## config.mk

```make
export PLATFORM = sky130hd
export DESIGN_NAME = i2c_target_core
export DESIGN_NICKNAME = d
export VERILOG_FILES = /design/src/rtl/i2c_target_core.sv
export SDC_FILE = /design/constraint.sdc
export NUM_CORES = 1
export LEC_CHECK = 0
export ABC_AREA = 1
export CAP_MARGIN = 25
export CORE_MARGIN = 2
export CORE_UTILIZATION = 65
export DETAILED_ROUTE_END_ITERATION = 6
export DONT_BUFFER_PORTS = 1
export PLACE_DENSITY = 0.91
export SETUP_SLACK_MARGIN = 0.15
export SLEW_MARGIN = 5
export SYNTH_ARGS = -nofsm -noshare
export SYNTH_HDL_FRONTEND = slang
export SYNTH_SLANG_ARGS = --single-unit
export TNS_END_PERCENT = 20
```

## constraint.sdc

```tcl
create_clock -name clk -period 6.2 [get_ports clk]
set_input_delay 0.62 -clock clk [delete_from_list [all_inputs] [get_ports clk]]
set_output_delay 0.62 -clock clk [all_outputs]
set_load 0.02 [all_outputs]
```

## src/rtl/i2c_target_core.sv

```systemverilog
// i2c_target_core: clocked I2C target engine. The open-drain bus is oversampled
// with the system clock. The engine detects START, STOP and repeated START,
// matches a programmable address and pushes write bytes into an RX FIFO.
// Read bytes are pulled from a TX valid/ready stream.
module i2c_target_core #(
  parameter int I2C_ADDR_WIDTH = 7,
  parameter int I2C_DATA_WIDTH = 8,
  parameter int RX_FIFO_DEPTH  = 8,
  parameter int SYNC_STAGES    = 2
) (
  input  logic                              clk,
  input  logic                              rst,
  input  logic                              enable,
  input  logic                              scl_i,
  input  logic                              sda_i,
  output logic                              sda_oe,
  input  logic [I2C_ADDR_WIDTH-1:0]         target_addr,
  output logic [I2C_DATA_WIDTH-1:0]         rx_data,
  output logic                              rx_valid,
  input  logic                              rx_ready,
  output logic [$clog2(RX_FIFO_DEPTH):0]    rx_count,
  input  logic [I2C_DATA_WIDTH-1:0]         tx_data,
  input  logic                              tx_valid,
  output logic                              tx_ready,
  output logic                              busy,
  output logic                              rw,
  output logic                              start_det,
  output logic                              stop_det,
  output logic                              rx_overflow,
  output logic                              tx_underflow
);

  localparam int AW       = $clog2(RX_FIFO_DEPTH);
  localparam int BITS_MAX = (I2C_ADDR_WIDTH + 1 > I2C_DATA_WIDTH) ? I2C_ADDR_WIDTH + 1 : I2C_DATA_WIDTH;
  localparam int CNT_W    = $clog2(BITS_MAX + 1);

  typedef enum logic [2:0] {
    IDLE, ADDR, ADDR_ACK, WR_DATA, WR_ACK, RD_DATA, RD_ACK, WAIT_STOP
  } state_t;

  state_t state, state_nxt;

  logic [SYNC_STAGES-1:0]    scl_sync, sda_sync;
  logic                      scl_q, sda_q;
  logic                      scl_rise, scl_fall, sda_rise, sda_fall;
  logic                      start_cond, stop_cond;

  logic [CNT_W-1:0]          bit_cnt;
  logic [I2C_ADDR_WIDTH:0]   addr_sr;
  // Holds all but the bit currently on the wire. Writes complete the byte with
  // the live sda sample. Reads keep the MSB in sda_oe rather than in this register.
  logic [I2C_DATA_WIDTH-2:0] shift_sr;
  logic                      wr_drop;

  logic                      addr_done, addr_hit, data_done;
  logic                      tx_load, push, pop, fifo_full;
  logic [I2C_DATA_WIDTH-1:0] load_val, push_data;

  logic [I2C_DATA_WIDTH-1:0] mem [RX_FIFO_DEPTH];
  logic [AW-1:0]             wr_ptr, rd_ptr;

  assign start_cond = sda_fall & scl_q;
  assign stop_cond  = sda_rise & scl_q;
  assign addr_done  = (bit_cnt == CNT_W'(I2C_ADDR_WIDTH + 1));
  assign addr_hit   = (addr_sr[I2C_ADDR_WIDTH:1] == target_addr);
  assign data_done  = (bit_cnt == CNT_W'(I2C_DATA_WIDTH));
  assign load_val   = tx_valid ? tx_data : '1;
  assign push_data  = {shift_sr, sda_q};
  assign fifo_full  = (rx_count == (AW + 1)'(RX_FIFO_DEPTH));
  assign rx_valid   = (rx_count != '0);
  assign pop        = rx_valid & rx_ready;
  assign rx_data    = rx_valid ? mem[rd_ptr] : '0;

  // Synchronise scl/sda and register single-clock edge strobes. The sync stages
  // reset to the idle-high bus level so that no edge is reported when reset ends.
  always_ff @(posedge clk) begin
    if (rst) begin
      scl_sync <= '1;
      sda_sync <= '1;
      scl_q    <= 1'b1;
      sda_q    <= 1'b1;
      scl_rise <= 1'b0;
      scl_fall <= 1'b0;
      sda_rise <= 1'b0;
      sda_fall <= 1'b0;
    end else begin
      scl_sync <= {scl_sync[SYNC_STAGES-2:0], scl_i};
      sda_sync <= {sda_sync[SYNC_STAGES-2:0], sda_i};
      scl_q    <= scl_sync[SYNC_STAGES-1];
      sda_q    <= sda_sync[SYNC_STAGES-1];
      scl_rise <= scl_sync[SYNC_STAGES-1] & ~scl_q;
      scl_fall <= ~scl_sync[SYNC_STAGES-1] & scl_q;
      sda_rise <= sda_sync[SYNC_STAGES-1] & ~sda_q;
      sda_fall <= ~sda_sync[SYNC_STAGES-1] & sda_q;
    end
  end

  // FSM state register.
  always_ff @(posedge clk) begin
    if (rst) state <= IDLE;
    else     state <= state_nxt;
  end

  // Next-state logic. STOP and START take priority over any in-byte transition.
  always_comb begin
    state_nxt = state;
    if (!enable)         state_nxt = IDLE;
    else if (stop_cond)  state_nxt = IDLE;
    else if (start_cond) state_nxt = ADDR;
    else begin
      case (state)
        ADDR:     if (scl_fall && addr_done) state_nxt = addr_hit ? ADDR_ACK : WAIT_STOP;
        ADDR_ACK: if (scl_fall) state_nxt = rw ? RD_DATA : WR_DATA;
        WR_DATA:  if (scl_fall && data_done) state_nxt = wr_drop ? WAIT_STOP : WR_ACK;
        WR_ACK:   if (scl_fall) state_nxt = WR_DATA;
        RD_DATA:  if (scl_fall && data_done) state_nxt = RD_ACK;
        RD_ACK: begin
          if (scl_rise && sda_q) state_nxt = WAIT_STOP;
          else if (scl_fall)     state_nxt = RD_DATA;
        end
        default: state_nxt = state;
      endcase
    end
  end

  // Output decode: bus-event pulses, FIFO push and TX stream handshake.
  always_comb begin
    start_det    = enable & start_cond;
    stop_det     = enable & stop_cond;
    tx_load      = 1'b0;
    push         = 1'b0;
    rx_overflow  = 1'b0;
    tx_ready     = 1'b0;
    tx_underflow = 1'b0;
    if (enable && !start_cond && !stop_cond) begin
      case (state)
        ADDR_ACK: tx_load = scl_fall & rw;
        RD_ACK:   tx_load = scl_fall;
        WR_DATA: begin
          if (scl_rise && bit_cnt == CNT_W'(I2C_DATA_WIDTH - 1)) begin
            push        = ~fifo_full;
            rx_overflow = fifo_full;
          end
        end
        default: tx_load = 1'b0;
      endcase
    end
    if (tx_load) begin
      tx_ready     = tx_valid;
      tx_underflow = ~tx_valid;
    end
  end

  // Datapath: bit counter, shift registers, sda drive, busy and rw flags.
  always_ff @(posedge clk) begin
    if (rst) begin
      bit_cnt  <= '0;
      addr_sr  <= '0;
      shift_sr <= '0;
      sda_oe   <= 1'b0;
      busy     <= 1'b0;
      rw       <= 1'b0;
      wr_drop  <= 1'b0;
    end else if (!enable || stop_cond) begin
      sda_oe <= 1'b0;
      busy   <= 1'b0;
    end else if (start_cond) begin
      bit_cnt <= '0;
      wr_drop <= 1'b0;
    end else begin
      case (state)
        ADDR: begin
          if (scl_rise && !addr_done) begin
            addr_sr <= {addr_sr[I2C_ADDR_WIDTH-1:0], sda_q};
            bit_cnt <= bit_cnt + CNT_W'(1);
          end else if (scl_fall && addr_done) begin
            if (addr_hit) begin
              sda_oe <= 1'b1;
              busy   <= 1'b1;
              rw     <= addr_sr[0];
            end else begin
              busy   <= 1'b0;
            end
          end
        end
        ADDR_ACK: begin
          if (scl_fall) begin
            wr_drop <= 1'b0;
            if (rw) begin
              shift_sr <= load_val[I2C_DATA_WIDTH-2:0];
              sda_oe   <= ~load_val[I2C_DATA_WIDTH-1];
              bit_cnt  <= CNT_W'(1);
            end else begin
              sda_oe   <= 1'b0;
              bit_cnt  <= '0;
            end
          end
        end
        WR_DATA: begin
          if (scl_rise && !data_done) begin
            shift_sr <= (shift_sr << 1) | (I2C_DATA_WIDTH - 1)'(sda_q);
            bit_cnt  <= bit_cnt + CNT_W'(1);
            if (rx_overflow) wr_drop <= 1'b1;
          end else if (scl_fall && data_done && !wr_drop) begin
            sda_oe <= 1'b1;
          end
        end
        WR_ACK: begin
          if (scl_fall) begin
            sda_oe  <= 1'b0;
            bit_cnt <= '0;
          end
        end
        RD_DATA: begin
          if (scl_fall) begin
            if (data_done) begin
              sda_oe <= 1'b0;
            end else begin
              sda_oe   <= ~shift_sr[I2C_DATA_WIDTH-2];
              shift_sr <= shift_sr << 1;
              bit_cnt  <= bit_cnt + CNT_W'(1);
            end
          end
        end
        RD_ACK: begin
          if (scl_fall) begin
            shift_sr <= load_val[I2C_DATA_WIDTH-2:0];
            sda_oe   <= ~load_val[I2C_DATA_WIDTH-1];
            bit_cnt  <= CNT_W'(1);
          end
        end
        default: sda_oe <= 1'b0;
      endcase
    end
  end

  // RX FIFO pointers and occupancy; a simultaneous push and pop leaves the count unchanged.
  always_ff @(posedge clk) begin
    if (rst) begin
      wr_ptr   <= '0;
      rd_ptr   <= '0;
      rx_count <= '0;
    end else begin
      if (push) wr_ptr <= wr_ptr + AW'(1);
      if (pop)  rd_ptr <= rd_ptr + AW'(1);
      if (push && !pop)      rx_count <= rx_count + (AW + 1)'(1);
      else if (!push && pop) rx_count <= rx_count - (AW + 1)'(1);
    end
  end

  // RX FIFO storage; contents need no reset because rx_data is gated by rx_valid.
  always_ff @(posedge clk) begin
    if (push) mem[wr_ptr] <= push_data;
  end

endmodule
```

==> metrics.yaml <==
synthesis:
  syn_area_sq_mm: 0.00513
  ys_ff_latch: 113
  synth_fp_nets: 611
  synth_enable_flop_cells: 64
  yosys.area.top_type: "edfxtp_1"
  yosysUniqueCellTypes: 37
  yosysWarnings: 0
  syn_area_per_cell_sq_um: 8.83
  synth-seq-area-share: 0.566
  synth_ff_type: "edfxtp_1"
  syn-instance-count: 581
  yosys-top-cells-area: "edfxtp_1 (37%), dfxtp_1 (19%), nor2_1 (9.7%)"
  yosys.area.top_type_share: 0.375
  async_reset_ff_frac: 0
routing:
  wirelength_um: 11600
  drt-initial-drc-count: 320
  wl_per_cell_um: 16.5
  vias: 4132
  drt-vias-per-instance: 5.85
  antenna_left: 0
  dr.pass1.iters: 6
  drc_errors: 0
sta:
  fin_crit_sh: 0.585
  final.setup_skew_ps: 8.29
  maxSlewViolCount: 0
  setup_viol: 0
  min_period_ps: 3630
  hold_violations: 0
  slew_headroom: 0.332
  fmax_mhz: 275
  finalSetupTns_ps: 0
  worstMarginPinSlew_ps: 1000
  rsz0062_at_grt: "no"
die:
  row_count: 32
  initial_utilization: 0.667
  die_w_um: 92.9
  coreArea_sq_mm: 0.00769
  chipHeight_um: 92.9
  io_pins: 43
  dieArea_sq_mm: 0.00862
cts:
  holdBufCountCts: 0
  cts_made_buffers: 17
  tritoncts: "yes"
  cts.repair.resized: 0
  cts_root_buf: "clkbuf_8"
  clock-sinks: 113
  clockBufferDepth: 2
  insertion_delay_ps: 510
  cts_setup_buffers: 0
  path_clk_slew_ps: 60
  htree_levels: 4
finish:
  drive_above_1_share: 0.106
  finalInstanceArea_sq_mm: 0.00582
  antenna_cells: 0
  syn2layout_area_growth_pct: 13.5
  fin_nets: 621
  instances_no_fill: 706
worst_setup_path:
  crit_arrival_ps: 3010
  r2r_cells: 14
  regToRegStartpoint: "scl_q"
  cp_common_cell: "nor2_1"
  cp-start-kind: "flop"
  path_cells: "inv_1 > nor2_1 > o32ai_1 > o21ai_0 > nor2_1"
  cp-end-kind: "output port"
  regToRegSetupSlack_ps: 3300
  crit_type: "flop to output port"
  worstReg2RegEnd: "rx_count[3]"
  crit_family: "flip-flops"
  crit_cells: 5
  path_buf_inv: 1
  cp-endpoint: "rx_data[0]"
  slowest_stage: "dfxtp_1"
  critical_path.max_fanout: 33
  required_ps: 5580
  cp_slowest_stage_delay_ps: 960
global_routing:
  grt_max_degree: 34
  grt_pass1_wl_um: 19000
  grt_pass1_vias: 3991
  antenna_found_initial: 0
  grt_overflow: 0
  track_usage: 0.287
placed_design:
  numPortBuffers: 0
  dp_hpwl_um: 7440
  place_congestion: 0.928
  placed_cells: 669
  place_area_sq_mm: 0.00521
power_and_ir_drop:
  leakage_nw: 2.23
  p_per_area_mw_per_mm2: 396
  peakVddDrop_v: 0.000207
worst_hold_path:
  min_path_type: "input pin to flop"
status:
  outcome: "finished clean"
flow_run:
  drv.max_cap_violation_count: 0
==> cell type report <==
type	instances	area (sq um)
Fill cell	493	1860
Clock buffer	19	422
Sequential cell	113	2900
Inverter	59	221
Clock inverter	13	161
Multi-Input combinational cell	392	1940
Timing Repair Buffer	8	50.0
Tap cell	102	128
==> report_power, final <==
group	total [mW]	switching [mW]	internal (mW)	leakage, nW
logic	0.444	0.314	0.130	1.07
registers	0.910	0.0924	0.818	0.882
clock network	0.953	0.341	0.612	0.276
==> cells in the final DEF (no fill, tap or decap), types with 3 or more instances in the layout <==
master / instances
a21oi_1: 28
buf_2: 3
bufinv_16: 3
clkbuf_16: 16
clkinvlp_4: 3
dfxtp_1: 49
edfxtp_1: 64
ha_1: 7
inv_1: 51
inv_2: 7
nand2_1: 82
nand2_2: 5
nand3_1: 21
nand3_2: 3
nor2_1: 132
nor2_2: 3
nor3_1: 12
o21ai_0: 52
o21ai_1: 3
o32ai_1: 16
or2_2: 4
xnor2_1: 5
xor2_1: 3
==> cells by family after synthesis <==
family | count (synthesis) | synth area share
AO/OA/AOI/OAI | 108 | 0.122
XOR/XNOR | 8 | 0.0137
adder cells (fa/ha/maj) | 8 | 0.0210
buffers and inverters | 76 | 0.0563
flip-flops | 113 | 0.566
multiplexers | 1 | 0.00195
AND/OR/NAND/NOR | 267 | 0.220
==> state kept, by name, indices dropped and copies added, names as in the netlist, named ones only <==
signal    cells
shift_sr      7
sda_sync      2
bit_cnt       4
rw            1
wr_drop       1
sda_q         1
sda_oe        1
sda_rise      1
mem          64
addr_sr       8
state         3
scl_sync      2
scl_fall      1
scl_rise      1
sda_fall      1
rd_ptr        3
busy          1
wr_ptr        3
scl_q         1
rx_count      4
==> per-stage QoR <==
| stage | util | power (mW) | hold slack [ps] | setup WS, ps |
|---|---|---|---|---|
| 2_1_floorplan | - | 1.26 | 389 | 3860 |
| 3_3_place_gp | 0.677 | 1.32 | 395 | 3360 |
| 3_5_place_dp | 0.678 | 1.35 | 410 | 3190 |
| 4_1_cts | 0.754 | 2.30 | 167 | 2610 |
| 5_1_grt | 0.758 | 2.40 | 162 | 2310 |
| 6_report | 0.758 | 2.31 | 177 | 2570 |
==> metal layers <==
| layer | vias to the layer above | wire length, um | GRT usage |
|---|---|---|---|
| li1 | 1982 | - | - |
| met1 | 1900 | 4480 | 0.328 |
| met2 | 219 | 6050 | 0.507 |
| met3 | 31 | 779 | 0.0724 |
| met4 | 0 | 340 | 0.127 |
| met5 | - | 0 | 0 |
==> cell usage after synthesis, types with 2 or more instances <==
cell / n
nor2_2: 3
nand3_2: 3
xor2_1: 3
xnor2_1: 5
inv_2: 7
o32ai_1: 16
nand2_1: 82
ha_1: 7
nor2_1: 132
edfxtp_1: 64
inv_1: 51
o22ai_1: 2
buf_2: 2
o21ai_1: 3
nand3_1: 21
o21ai_0: 52
a211oi_1: 2
clkbuf_1: 14
nor3_1: 12
a21oi_1: 28
dfxtp_1: 49
nand2_2: 5
or2_2: 4
==> how the worst min path moves through the flow <==
stage / from / endpoint / slack (ps) / cells past startpoint
floorplan: scl_sync[0] / scl_sync[1] / 390 / 1
global placement: sda_sync[0] / sda_sync[1] / 400 / 1
detailed placement: scl_sync[0] / scl_sync[1] / 410 / 1
CTS: rst / bit_cnt[0] / 170 / 1
global route: rst / bit_cnt[0] / 160 / 1
finish: rst / bit_cnt[0] / 180 / 1
Note: power is estimated with default switching activity, not from simulation.
